[src/rtl/v_lane_writeback.sv]
// v_lane_writeback: consumer end of the vector lane result interface.
// Captures the ALU or MUL result chunk set when the lane array pulses done_in,
// then streams the chunks as valid/ready write beats into the VRF write port,
// one LMUL register group per operation.
// Optional feature macro V_WB_TAIL_MASK_EN: adds vsew/vl inputs and drives
// per-byte tail masking on wr_be. When undefined, wr_be is all ones on every beat.
module v_lane_writeback #(
    parameter int DATA_W     = 128,
    parameter int NUM_CHUNKS = 4,
    parameter int VREG_W     = 5
) (
    input  logic                  clk,
    input  logic                  rst,
    input  logic                  done_in,
    input  logic                  is_mul,
    input  logic [VREG_W-1:0]     vd,
    input  logic [2:0]            lmul,
`ifdef V_WB_TAIL_MASK_EN
    input  logic [2:0]            vsew,
    input  logic [8:0]            vl,
`endif
    input  logic [DATA_W-1:0]     result_valu_1,
    input  logic [DATA_W-1:0]     result_valu_2,
    input  logic [DATA_W-1:0]     result_valu_3,
    input  logic [DATA_W-1:0]     result_valu_4,
    input  logic [DATA_W-1:0]     result_vmul_1,
    input  logic [DATA_W-1:0]     result_vmul_2,
    input  logic [DATA_W-1:0]     result_vmul_3,
    input  logic [DATA_W-1:0]     result_vmul_4,
    output logic                  wr_valid,
    input  logic                  wr_ready,
    output logic [VREG_W-1:0]     wr_vreg,
    output logic [DATA_W-1:0]     wr_data,
    output logic [DATA_W/8-1:0]   wr_be,
    output logic                  busy,
    output logic                  wb_done,
    output logic                  overflow
);

    localparam int BE_W   = DATA_W / 8;
    localparam int BEAT_W = (NUM_CHUNKS > 1) ? $clog2(NUM_CHUNKS) : 1;

    typedef enum logic {
        IDLE  = 1'b0,
        WRITE = 1'b1
    } state_t;

    state_t              state;
    logic [DATA_W-1:0]   buffer [NUM_CHUNKS];
    logic [VREG_W-1:0]   vd_q;
    logic [BEAT_W-1:0]   last_q;
    logic [BEAT_W-1:0]   beat;

    logic [DATA_W-1:0]   sel_chunk [NUM_CHUNKS];
    logic [BEAT_W-1:0]   lmul_last;
    logic [BEAT_W-1:0]   beat_nx;
    logic                accept;
    logic                last_accept;
    logic                start;
    logic [BE_W-1:0]     next_be;

`ifdef V_WB_TAIL_MASK_EN
    logic [11:0]         total_q;
    logic [11:0]         total_in;
    logic [1:0]          vsew_c;

    // Byte k of beat b is live while its absolute byte offset is below vl*eb.
    function automatic logic [BE_W-1:0] tail_be(input logic [BEAT_W-1:0] b,
                                                input logic [11:0] total);
        logic [BE_W-1:0] be;
        be = '0;
        for (int k = 0; k < BE_W; k++) begin
            be[k] = ((int'(b) * BE_W + k) < int'(total));
        end
        return be;
    endfunction

    // Element size clamps at 4 bytes; total live bytes of the group is vl << vsew.
    always_comb begin
        vsew_c   = (vsew > 3'd2) ? 2'd2 : vsew[1:0];
        total_in = 12'(vl) << vsew_c;
    end
`endif

    // Pick the chunk set the lanes are reporting on this done pulse.
    always_comb begin
        for (int i = 0; i < NUM_CHUNKS; i++) begin
            sel_chunk[i] = '0;
        end
        sel_chunk[0] = is_mul ? result_vmul_1 : result_valu_1;
        sel_chunk[1] = is_mul ? result_vmul_2 : result_valu_2;
        sel_chunk[2] = is_mul ? result_vmul_3 : result_valu_3;
        sel_chunk[3] = is_mul ? result_vmul_4 : result_valu_4;
    end

    // Decode the group size into the index of the final beat; large codes clamp to the full set.
    always_comb begin
        case (lmul)
            3'd0:    lmul_last = BEAT_W'(0);
            3'd1:    lmul_last = BEAT_W'(1);
            default: lmul_last = BEAT_W'(NUM_CHUNKS - 1);
        endcase
    end

    // Handshake decode: a new group may start from idle or exactly as the last beat leaves.
    always_comb begin
        accept      = wr_valid && wr_ready;
        last_accept = accept && (state == WRITE) && (beat == last_q);
        start       = done_in && ((state == IDLE) || last_accept);
        beat_nx     = beat + 1'b1;
    end

    // Byte enables for whichever beat gets presented after this edge.
    always_comb begin
`ifdef V_WB_TAIL_MASK_EN
        next_be = start ? tail_be('0, total_in) : tail_be(beat_nx, total_q);
`else
        next_be = '1;
`endif
    end

    // Writeback FSM with registered beat outputs; a partial group is dropped on reset.
    always_ff @(posedge clk or posedge rst) begin
        if (rst) begin
            state    <= IDLE;
            for (int i = 0; i < NUM_CHUNKS; i++) begin
                buffer[i] <= '0;
            end
            vd_q     <= '0;
            last_q   <= '0;
            beat     <= '0;
`ifdef V_WB_TAIL_MASK_EN
            total_q  <= '0;
`endif
            wr_valid <= 1'b0;
            wr_vreg  <= '0;
            wr_data  <= '0;
            wr_be    <= '0;
            wb_done  <= 1'b0;
            overflow <= 1'b0;
        end else begin
            wb_done <= last_accept;
            if (done_in && (state == WRITE) && !last_accept) begin
                overflow <= 1'b1;
            end
            if (start) begin
                state  <= WRITE;
                for (int i = 0; i < NUM_CHUNKS; i++) begin
                    buffer[i] <= sel_chunk[i];
                end
                vd_q   <= vd;
                last_q <= lmul_last;
                beat   <= '0;
`ifdef V_WB_TAIL_MASK_EN
                total_q <= total_in;
`endif
                wr_valid <= 1'b1;
                wr_vreg  <= vd;
                wr_data  <= sel_chunk[0];
                wr_be    <= next_be;
            end else if ((state == WRITE) && accept) begin
                if (beat == last_q) begin
                    state    <= IDLE;
                    beat     <= '0;
                    wr_valid <= 1'b0;
                    wr_vreg  <= '0;
                    wr_data  <= '0;
                    wr_be    <= '0;
                end else begin
                    beat    <= beat_nx;
                    wr_vreg <= vd_q + VREG_W'(beat_nx);
                    wr_data <= buffer[beat_nx];
                    wr_be   <= next_be;
                end
            end
        end
    end

    assign busy = (state == WRITE);

endmodule

[config.mk]
export PLATFORM = sky130hd
export DESIGN_NAME = v_lane_writeback
export DESIGN_NICKNAME = d
export VERILOG_FILES = /design/src/rtl/v_lane_writeback.sv
export SDC_FILE = /design/constraint.sdc
export NUM_CORES = 2
export LEC_CHECK = 0
export BUFFER_PORTS_ARGS = -buffer_cell sky130_fd_sc_hd__buf_2
export CORE_AREA = 2 2 467 469
export DETAILED_ROUTE_END_ITERATION = 8
export DIE_AREA = 0 0 469 471
export HOLD_SLACK_MARGIN = 0.15
export PLACE_DENSITY = 0.4
export SETUP_SLACK_MARGIN = 0.5
export SKIP_LAST_GASP = 1
export SYNTH_ARGS = -nofsm -noshare
export SYNTH_HDL_FRONTEND = slang
export SYNTH_SLANG_ARGS = --single-unit
[constraint.sdc]
create_clock -name clk -period 51.5 [get_ports clk]
set_clock_uncertainty 0.05 [all_clocks]
set_input_delay 2.575 -clock clk [delete_from_list [all_inputs] [get_ports clk]]
set_output_delay 2.575 -clock clk [all_outputs]
set_load 0.01 [all_outputs]
==> impl_metrics.toml <==
[outcome]
outcome = "finished clean"

[layout]
final_nets = 5013
area.sequential_um2 = 16500
nFillCells = 23800
layout_common_cells = "buf_2, dfrtp_1, nand2_1"
layout-drive-gt1-share_pct = 40.3
layout_commonest_cell = "buf_2"
multi_input_area_um2 = 15500
syn_to_final_growth_pct = 34.9

[timing]
finalSetupTns_ns = 0
min_period_over_period_pct = 11.4
maxSlewViolCount = 0
final_hold_viol_count = 0
relSlewSlack_pct = 21.4
tightest_slew_ns = 1.18
rsz0062_at_grt = "false"
whs_ns = 0.410
fmax_mhz = 171
period_minus_slack_ns = 5.86
finalSetupViolCount = 0

[cts]
cts_setup_buffers = 0
cts_tree = "built"
clock_tree.root_cell = "clkbuf_16"
ctsHoldBuffers = 0
clk_latency_ns = 0.72
cts_made_buffers = 87
cts_resized = 0
clk_path_buf_depth = 3
clk_pin_slew_ns = 0.06
cts_sinks = 658
htree_levels = 3

[die]
num_rows = 171
fp.dieH_um = 471
dieWidth_um = 469
core_um2 = 216000
die-area_um2 = 221000
io_pins = 1190
start_util_pct = 15.4

[logic_synthesis]
ys_seq_area_share_pct = 49.4
synthArstFlopShare_pct = 100
yosys.area.top_type = "dfrtp_1"
ys_warn_count = 0
synth_enable_flop_cells = 0
synth_top_cell_area_share_pct = 49.4
yosys_most_used_dff = "dfrtp_1"
syn-num-nets = 3953
ys_ff_latch = 658
yosys.cell_types.count = 36
synth_cells = 2913
synth_area_per_cell_um2 = 11.4
ys_top_cells_by_area = "dfrtp_1, mux2i_1, mux4_2"
syn_area_um2 = 33300

[drt]
drc_errors = 0
num_vias = 27200
routedWlPerCell_um = 23.9
via_per_inst = 3.93
ant_nets = 0
dr.pass1.iters = 7
finalWirelength_um = 166000
drtIter0Drc = 1565

[global_route]
grt-ovfl-total = 0
grt_pass1_vias = 28000
gr-usage-all-layers_pct = 14.5
grt_pass1_wl_um = 224000
grt_max_degree = 229
grt_antenna_before_repair = 100

[critical_path]
critPathRequiredTime_ns = 52.00
path_delay_family = "buffers and inverters"
max_stage_delay_ns = 0.94
path_class = "in2reg"
cp_common_cell = "buf_4"
cp-start-kind = "primary input"
path_buf_inv = 5
path_cells = "buf_8 -> buf_4 -> buf_4 -> buf_4 -> mux2i_1 -> buf_4 -> o21ai_0"
end_kind = "register"
path_max_fanout = 78
worstPathArrival_ns = 6.36
cp_slowest_cell = "buf_4"

[place]
dp_hpwl_um = 130000
port-buffer-count = 1189
gp_routability_congestion = 0.926

[job]
maxCapViolCount = 0

[worst_hold_path]
hold_path_class = "reg2reg"

[power_and_ir_drop]
finalPower_w = 0.00261
leakagePower_nw = 21.6
power.density_nw_per_um2 = 58.0
ir_worst_vdd_uv = 33.6
-- layer usage --
metal / up-vias / global-route usage [%] / part of all wire, %
met4: 50 / 5.68 / 3.7
met3: 260 / 4.46 / 8.6
met2: 1065 / 23.9 / 47
met1: 13200 / 17.6 / 41
li1: 12700 / - / -
met5: - / 0 / 0.19
-- stage by stage --
step	cells	area, um2	util (%)	worst slack, ns
3_3_place_gp	6738	41900	19.4	44.76
2_1_floorplan	2913	33300	-	30.44
5_1_grt	6910	44900	20.8	45.48
3_5_place_dp	6738	41900	19.4	44.75
4_1_cts	6896	44900	20.8	45.58
6_report	6932	44900	20.8	45.64
-- cells by family (layout without fill, tap and decap cells) --
kind of cell	after synthesis	after routing	synth area share, %
other	0	36	0
AND/OR/NAND/NOR	553	553	6.31
multiplexers	768	768	28.4
adder cells (fa/ha/maj)	3	3	0.135
AO/OA/AOI/OAI	660	660	11.5
buffers and inverters	264	1393	4.06
XOR/XNOR	7	7	0.207
flip-flops	658	658	49.4
-- report_power, final --
| group | internal [W] | total, W | switching, W |
|---|---|---|---|
| sequential | 0.000766 | 0.000920 | 0.000154 |
| combinational | 0.000472 | 0.00105 | 0.000583 |
| clock | 0.000374 | 0.000634 | 0.000260 |
-- layout make-up --
class / count / share of cell area, %
Timing Repair Buffer: 1232 / 14.1
Tap cell: 2854 / 7.94
Clock buffer: 128 / 5.59
Multi-Input combinational cell: 1991 / 34.5
Clock inverter: 30 / 0.921
Antenna cell: 36 / 0.200
Sequential cell: 658 / 36.7
Inverter: 3 / 0.0418
-- cells in the mapped netlist, types with 4 or more instances --
master / count
a31oi_1: 5
buf_1: 5
buf_2: 46
buf_4: 75
clkbuf_1: 132
dfrtp_1: 658
mux2_2: 128
mux2i_1: 512
mux4_2: 128
nand2_1: 536
nor2_1: 8
o21ai_0: 341
o21ai_1: 175
o2bb2ai_1: 128
xor2_1: 4
-- path summary, 6_finish.rpt --
path | from | to | slack [ns] | cells past startpoint
max | is_mul | buffer[301] | 45.64 | 7
min reg2reg | overflow | overflow | 0.41 | 1
max reg2reg | beat[0] | wr_data[81] | 46.80 | 7
min in group asynchronous | rst | buffer[128] | 1.91 | 2
max in group asynchronous | rst | wr_data[67] | 46.38 | 5
min | overflow | overflow | 0.41 | 1
-- sequential cells by signal, indices dropped and copies added, names as in the netlist --
name,cells
overflow,1
last_q,2
wb_done,1
busy,1
wr_data,128
vd_q,5
wr_be,1
beat,2
wr_vreg,5
buffer,512
(Power assumes the default switching activity.)
